===== src/rtl/icache_pkg.sv =====
// Shared definitions for the instruction-cache loader: FSM state encoding
// and the default cache capacity in 16-bit words.
package icache_pkg;

    localparam int unsigned CACHE_DEPTH_DEFAULT = 1000;

    typedef enum logic [2:0] {
        IDLE,
        LEN_LO,
        LEN_HI,
        DATA_LO,
        DATA_HI,
        WRITE,
        DONE,
        ERROR
    } state_t;

endpackage


===== src/rtl/icache_loader.sv =====
// Downloads a length-prefixed little-endian byte stream into the instruction
// cache one 16-bit word at a time, then releases the core to run.
module icache_loader
    import icache_pkg::*;
#(
    parameter int unsigned CACHE_DEPTH = CACHE_DEPTH_DEFAULT,
    parameter int          INDEX_W     = 32
) (
    input  logic               clk,
    input  logic               rst,
    input  logic               load_start,
    input  logic [7:0]         rx_data,
    input  logic               rx_valid,
    output logic               rx_ready,
    output logic               download_program,
    output logic [INDEX_W-1:0] instruction_index,
    output logic [15:0]        instruction,
    output logic               cache_not_enable,
    output logic               core_run,
    output logic               busy,
    output logic               error,
    output logic [15:0]        words_loaded
);

    state_t      state_reg, state_next;
    logic [15:0] len_reg, len_next;
    logic [7:0]  lo_byte_reg, lo_byte_next;
    logic [15:0] instr_reg, instr_next;
    logic [15:0] words_reg, words_next;
    logic [15:0] len_rx;

    // Full word count as it would be once the current byte lands in LEN_HI.
    assign len_rx = {rx_data, len_reg[7:0]};

    always_ff @(posedge clk or posedge rst) begin
        if (rst) begin
            state_reg   <= IDLE;
            len_reg     <= '0;
            lo_byte_reg <= '0;
            instr_reg   <= '0;
            words_reg   <= '0;
        end else begin
            state_reg   <= state_next;
            len_reg     <= len_next;
            lo_byte_reg <= lo_byte_next;
            instr_reg   <= instr_next;
            words_reg   <= words_next;
        end
    end

    always_comb begin
        state_next   = state_reg;
        len_next     = len_reg;
        lo_byte_next = lo_byte_reg;
        instr_next   = instr_reg;
        words_next   = words_reg;
        case (state_reg)
            IDLE, DONE, ERROR: begin
                if (load_start) begin
                    words_next = '0;
                    state_next = LEN_LO;
                end
            end
            LEN_LO: begin
                if (rx_valid) begin
                    len_next[7:0] = rx_data;
                    state_next    = LEN_HI;
                end
            end
            LEN_HI: begin
                if (rx_valid) begin
                    len_next = len_rx;
                    if (len_rx == 16'd0)
                        state_next = DONE;
                    else if (32'(len_rx) > CACHE_DEPTH)
                        state_next = ERROR;
                    else
                        state_next = DATA_LO;
                end
            end
            DATA_LO: begin
                if (rx_valid) begin
                    lo_byte_next = rx_data;
                    state_next   = DATA_HI;
                end
            end
            DATA_HI: begin
                if (rx_valid) begin
                    instr_next = {rx_data, lo_byte_reg};
                    state_next = WRITE;
                end
            end
            WRITE: begin
                words_next = words_reg + 16'd1;
                state_next = (words_next == len_reg) ? DONE : DATA_LO;
            end
            default: state_next = IDLE;
        endcase
    end

    assign rx_ready         = (state_reg == LEN_LO) || (state_reg == LEN_HI) ||
                              (state_reg == DATA_LO) || (state_reg == DATA_HI);
    assign busy             = rx_ready || (state_reg == WRITE);
    assign download_program = (state_reg == WRITE);
    assign core_run         = (state_reg == DONE);
    assign cache_not_enable = (state_reg != DONE);
    assign error            = (state_reg == ERROR);
    assign instruction      = instr_reg;
    assign words_loaded     = words_reg;

    // Zero-extend (or truncate) the word counter onto the cache address bus.
    genvar gi;
    generate
        for (gi = 0; gi < INDEX_W; gi++) begin : g_idx
            if (gi < 16) begin : g_bit
                assign instruction_index[gi] = words_reg[gi];
            end else begin : g_zero
                assign instruction_index[gi] = 1'b0;
            end
        end
    endgenerate

endmodule


===== config.mk =====
export PLATFORM = sky130hd
export DESIGN_NAME = icache_loader
export DESIGN_NICKNAME = d
export VERILOG_FILES = /design/src/rtl/icache_pkg.sv /design/src/rtl/icache_loader.sv
export SDC_FILE = /design/constraint.sdc
export NUM_CORES = 1
export LEC_CHECK = 0
export ABC_AREA = 1
export CAP_MARGIN = 20
export CORE_MARGIN = 2
export CORE_UTILIZATION = 54
export CTS_CLUSTER_SIZE = 8
export DETAILED_ROUTE_END_ITERATION = 12
export PLACE_DENSITY = 0.86
export SYNTH_ARGS = -nofsm -noshare
export SYNTH_HDL_FRONTEND = slang
export SYNTH_SLANG_ARGS = --single-unit

===== constraint.sdc =====
create_clock -name clk -period 4.08 [get_ports clk]
set_input_delay 0.816 -clock clk [delete_from_list [all_inputs] [get_ports clk]]
set_output_delay 0.816 -clock clk [all_outputs]
set_load 0.05 [all_outputs]

==> metrics, run 1 <==
status finished clean; Levels on crit path 7; Hold Vio Cnt, Final 0; Syn Inst Count 437; hold_buf cts 0; Avg Cell Area, Syn about 7.7 sq um; CP endpoint kind output port; Setup Skew between 0.007 and 0.008 ns; H-tree levels 3; Period minus WS final about 3 ns; Worst-Skew Late Latency ~0.34 ns; EDFF count, synth 0; worst reg2reg path depth 13; total power 2.70 mW; max_cap viols 0; die area 6900 sq um; Post-Route WL ~7700 um; GP Congestion 0.930; Synth Cell Area approximately 3400 sq um; peak supply drop 0.503 mV; Post-synth top cells nand2_1 (118), dfrtp_1 (59), inv_1 (50); dpl hpwl approximately 5600 um; Initial Utilization 0.563; static leakage power 1.91 nW; slowest stage delay, CP between 0.8 and 0.9 ns; initial antenna violation count 0; crit start category flip-flop; register area about 1500 sq um; largest net degree at the start of global routing 42; WL/cell between 10 and 15 um; vias in the first global route approximately 2800; clk sinks 59; worst hold path class flip-flop to flip-flop; critical path type flip-flop to output port; Area growth, synth to finish 21.8%; overall via count from detail_route about 3000; Boundary Pins 82; Min Hold Slack around 0.49 ns; vias per cell approximately 5.3; grt total ovfl 0; Site Rows 28; Max Slew Vio Count 0; Rel. slew slack 0.429; I/O Buffers 65; count leader, synth nand2_1; worst slew pin tran 0.856 ns; Slowest cell on crit path clkdlybuf4s50_1; CTS buffer count 9; Root Driver clkbuf_8; CP delay by family, top buffers and inverters; Pre-antenna DRT Iters 6; worst endpoint required time 3.26 ns; GRT Total Usage 0.235; Reg clk slew, reported paths 0.07 ns; fin crit share 0.733; Resized cells post-CTS 0; initial DRC count ~180; Final Setup Violations 0; top cell type's share of synthesized area 0.437; Detail Route Antenna Nets 0; fin nets around 510; area of the core ~6000 sq um; synth warn 0; DRC viols 0; Crit path top cell by count inv_2; postcts setup bufs 0; fmax ~330 MHz; CTS Buffer Depth 2; P per Cell Area roughly 660 nW/um^2; distinct cell type count after synthesis 32; main area contributors after synthesis dfrtp_1 (44%), nand2_1 (13%), buf_4 (7.1%); asr flop ratio synth 1.00; CTS tree built; unrepaired setup endpoints after global routing no; Die H between 80 and 90 um; fill count 480; critical path cell sequence inv_2 > nor2_1 > inv_2 > nor2_4 > inv_1 > nand3_1 > clkdlybuf4s50_1; top_reg_cell synth dfrtp_1; WP buf/inv 4; share of cells above drive strength 1 0.0867; Multi-input gate area roughly 1500 sq um; Antenna Cells 0; first-pass GRT wire length between 10000 and 15000 um; crit path max fanout 7; post-synthesis sequential area ratio 0.437; Yosys reg bits 59; WHS Path Cells 2; Yosys top cell by area dfrtp_1; Critical Path AT roughly 2.2 ns; Final TNS setup 0 ns; die width ~83 um
==> metal layers <==
layer | track usage | share of wire | up-vias | wire (um)
li1 | - | - | 1484 | -
met4 | 0.0939 | 0.025 | 0 | 194
met5 | 0 | 0 | - | 0
met1 | 0.306 | 0.44 | 1392 | 3420
met2 | 0.372 | 0.47 | 122 | 3670
met3 | 0.0646 | 0.060 | 16 | 462
==> final cells by class <==
| class | instances | share of cell area |
|---|---|---|
| Clock buffer | 11 | 0.0344 |
| Clock inverter | 5 | 0.0128 |
| Inverter | 54 | 0.0493 |
| Multi-Input combinational cell | 301 | 0.362 |
| Sequential cell | 59 | 0.359 |
| Tap cell | 75 | 0.0228 |
| Timing Repair Buffer | 66 | 0.160 |
==> through the flow <==
| step | setup slack, ns | cell area, sq um | instances | utilization |
|---|---|---|---|---|
| after global placement | 1.54 | 3920 | 555 | 0.654 |
| after floorplan | 1.06 | 3430 | 452 | - |
| after detailed placement | 1.46 | 3920 | 555 | 0.654 |
| after CTS | 1.09 | 4110 | 571 | 0.687 |
| final | 1.09 | 4110 | 571 | 0.687 |
| after global routing | 0.969 | 4110 | 571 | 0.687 |
==> final timing paths <==
| kind | startpoint | end | slack, ns |
|---|---|---|---|
| max | state_reg[0]$_DFFE_PP0P_ | busy | 1.09 |
| min | instruction[9]$_DFFE_PP0P_ | instruction[9]$_DFFE_PP0P_ | 0.49 |
| max reg2reg | words_loaded[0]$_DFFE_PP0P_ | state_reg[2]$_DFFE_PP0P_ | 1.96 |
| min reg2reg | instruction[9]$_DFFE_PP0P_ | instruction[9]$_DFFE_PP0P_ | 0.49 |
| max in group asynchronous | rst | state_reg[1]$_DFFE_PP0P_ | 2.34 |
| min in group asynchronous | rst | instruction[1]$_DFFE_PP0P_ | 0.97 |
==> where the power goes <==
part / internal, mW / switching, mW / total [mW]
logic: 0.404 / 0.806 / 1.21
clock network: 0.296 / 0.236 / 0.531
registers: 0.784 / 0.175 / 0.959
==> cells in the final DEF, fill, tap and decap left out, drive strengths merged, types with 9 or more instances in the layout <==
| cell type | instances |
|---|---|
| nand2 | 121 |
| clkdlybuf4s50 | 65 |
| dfrtp | 59 |
| inv | 54 |
| o21ai | 45 |
| nand3 | 36 |
| nor2 | 34 |
| conb | 16 |
| clkbuf | 11 |
| nand4 | 9 |
==> worst reg2reg max path, cell delays in order (launching register included) <==
cell	delay, ns
dfrtp_1	0.47
ha_1	0.25
nand2_2	0.09
inv_1	0.10
nand2_1	0.10
o21ai_0	0.32
nand2_1	0.10
nand2_1	0.08
nand3_1	0.12
nor2_1	0.16
nand3_1	0.09
nand2_1	0.08
nand2_1	0.05
nand2_1	0.05
==> kinds of logic (layout without fill, tap and decap cells) <==
kind of cell    Yosys count  after routing  share of synthesized area
mux                       8              8                     0.0267
compound gates           59             59                     0.0930
flops                    59             59                      0.437
simple gates            212            212                      0.281
fa+ha+maj                 2              2                    0.00741
buf+inv                  92            136                      0.139
xor+xnor                  4              4                     0.0145
other cells               1             16                    0.00111
(Power assumes the default switching activity.)
==> run 2: changes to the inputs <==
--- a/config.mk
+++ b/config.mk
@@ -8,10 +8,10 @@
 export ABC_AREA = 1
 export CAP_MARGIN = 20
 export CORE_MARGIN = 2
-export CORE_UTILIZATION = 54
+export CORE_UTILIZATION = 45
 export CTS_CLUSTER_SIZE = 8
 export DETAILED_ROUTE_END_ITERATION = 12
-export PLACE_DENSITY = 0.86
+export PLACE_DENSITY = 0.77
 export SYNTH_ARGS = -nofsm -noshare
 export SYNTH_HDL_FRONTEND = slang
 export SYNTH_SLANG_ARGS = --single-unit
==> constraint.sdc (replaced) <==
create_clock -name clk -period 2.7 [get_ports clk]
set_input_delay 0.54 -clock clk [delete_from_list [all_inputs] [get_ports clk]]
set_output_delay 0.54 -clock clk [all_outputs]
set_load 0.05 [all_outputs]
==> metrics, run 2 (synthesis gave the netlist of run 1 again) <==
Root Driver clkbuf_8; overall via count from detail_route about 3000; Final TNS setup 0 ns; switching share of power 0.454; Critical Path AT between 2 and 2.5 ns; crit path max fanout 7; I/O Buffers 65; Worst-Skew Late Latency between 0.3 and 0.4 ns; sw power 1.88 mW; post-route cell area approximately 4200 sq um; most frequent cells in the layout nand2_1 (118), clkdlybuf4s50_1 (63), dfrtp_1 (59), inv_1 (49), o21ai_0 (44); Clock power frac 0.197; Max Slew Vio Count 0; Final Setup Violations 0; Setup Skew about 0.0090 ns; CTS Buffer Depth 2; fmax between 300 and 400 MHz; die width approximately 90 um; max_cap viols 0; worst slew pin tran about 0.54 ns; Hold Vio Cnt, Final 0; peak supply drop 0.706 mV; initial DRC count 200; Post-Place Cell Area approximately 4000 sq um; P per Cell Area between 900 and 1000 nW/um^2; reg2reg setup slack 0.67 ns; Detail Route Antenna Nets 0; CTS buffer count 9; GP Congestion ~0.85; hold_buf cts 0; vias per cell 5.04; die area roughly 8200 sq um; Min Hold Slack around 0.49 ns; postcts setup bufs 0; static leakage power 1.93 nW; grt total ovfl 0; Rel. slew slack 0.640; Post-Route WL just over 8000 um; clk sinks 59; fin crit share 0.943; sequential share of power 0.353; area of the core slightly above 7000 sq um; GRT Total Usage 0.206; WL/cell 13.6 um; Boundary Pins between 80 and 90; Post-Place Cells around 580; vias in the first global route 2811; post-route insts no fill ~600; fin nets just over 500; dpl hpwl around 6000 um; unrepaired setup endpoints after global routing no; DRC viols 0; Period minus WS final between 2 and 3 ns; Antenna Cells 0; Reg clk slew, reported paths 0.07 ns; Site Rows 31; Area growth, synth to finish 23.7%; commonest non-fill, non-tap cell in the layout nand2_1; largest net degree at the start of global routing 38; Pre-antenna DRT Iters 7; internal power ~2.3 mW; first-pass GRT wire length roughly 13000 um; CTS tree built; worst endpoint required time approximately 2.2 ns; H-tree levels 3; share of cells above drive strength 1 0.0924; Initial Utilization 0.465; crit start category flip-flop; status finished clean; worst hold path class flip-flop to flip-flop; combinational fraction of design power 0.451; CP endpoint kind output port; initial antenna violation count 0; Die H roughly 91 um; critical path type flip-flop to output port
## run 2: cell types whose count changed in the layout (fill, tap and decap cells not counted)
cell / previous run / this run
clkbuf_1: 1 / 2
buf_12: 0 / 1
nor3_2: 1 / 2
dlymetal6s2s_1: 0 / 1
clkinv_2: 3 / 1
clkdlybuf4s50_1: 65 / 63
clkinvlp_4: 1 / 2
nor3_1: 4 / 3
buf_4: 1 / 3
## run 2: worst paths after layout
check | start | end | depth (start not counted)
max in group asynchronous | rst | words_loaded[2]$_DFFE_PP0P_ | 3
min in group asynchronous | rst | instruction[9]$_DFFE_PP0P_ | 2
max | state_reg[0]$_DFFE_PP0P_ | error | 3
min reg2reg | lo_byte_reg[6]$_DFFE_PP0P_ | lo_byte_reg[6]$_DFFE_PP0P_ | 2
max reg2reg | words_loaded[0]$_DFFE_PP0P_ | state_reg[2]$_DFFE_PP0P_ | 13
min | lo_byte_reg[6]$_DFFE_PP0P_ | lo_byte_reg[6]$_DFFE_PP0P_ | 2
## run 2: cell type report
cell class,count,area [sq um]
inverters,54,203
well taps,99,124
repair buffers,68,686
multi-input cells,301,1490
fillers,662,3080
clock buffers,12,145
clock inverters,4,50.0
flip-flops and latches,59,1480
## run 2: repair_timing
| item | CTS | global route |
|---|---|---|
| gates resized for setup | 0 | 1 |
| endpoints found under the hold margin | 0 | 0 |
| setup endpoints to repair | 0 | 1 |
## run 2: worst max-delay path, stage by stage (launching register included)
cell             delay [ns]
dfrtp_1                0.50
inv_2                  0.09
nor3_1                 0.23
clkdlybuf4s50_1        0.84
## run 2: layer usage
layer / GRT usage / up-vias / routed length [um]
met3: 0.0601 / 15 / 585
li1: - / 1483 / -
met4: 0.0821 / 0 / 154
met1: 0.258 / 1396 / 3530
met5: 0 / - / 0
met2: 0.334 / 115 / 3860
## run 2: power by group through the flow
stage          Sequential [mW]  Combinational [mW]  Clock (mW)
4_1_cts                   1.45                1.87       0.828
3_3_place_gp              1.45                1.82           0
5_1_grt                   1.49                2.04       0.858
3_5_place_dp              1.46                1.86           0
6_report                  1.46                1.86       0.813
2_1_floorplan             1.79               0.964           0
## run 2: stage by stage
step | setup WS (ns) | power (mW) | util
6_report | 0.155 | 4.13 | 0.576
5_1_grt | 0.0540 | 4.38 | 0.576
4_1_cts | 0.0859 | 4.14 | 0.575
3_5_place_dp | 0.469 | 3.31 | 0.549
3_3_place_gp | 0.543 | 3.27 | 0.549
2_1_floorplan | 0.534 | 2.75 | -
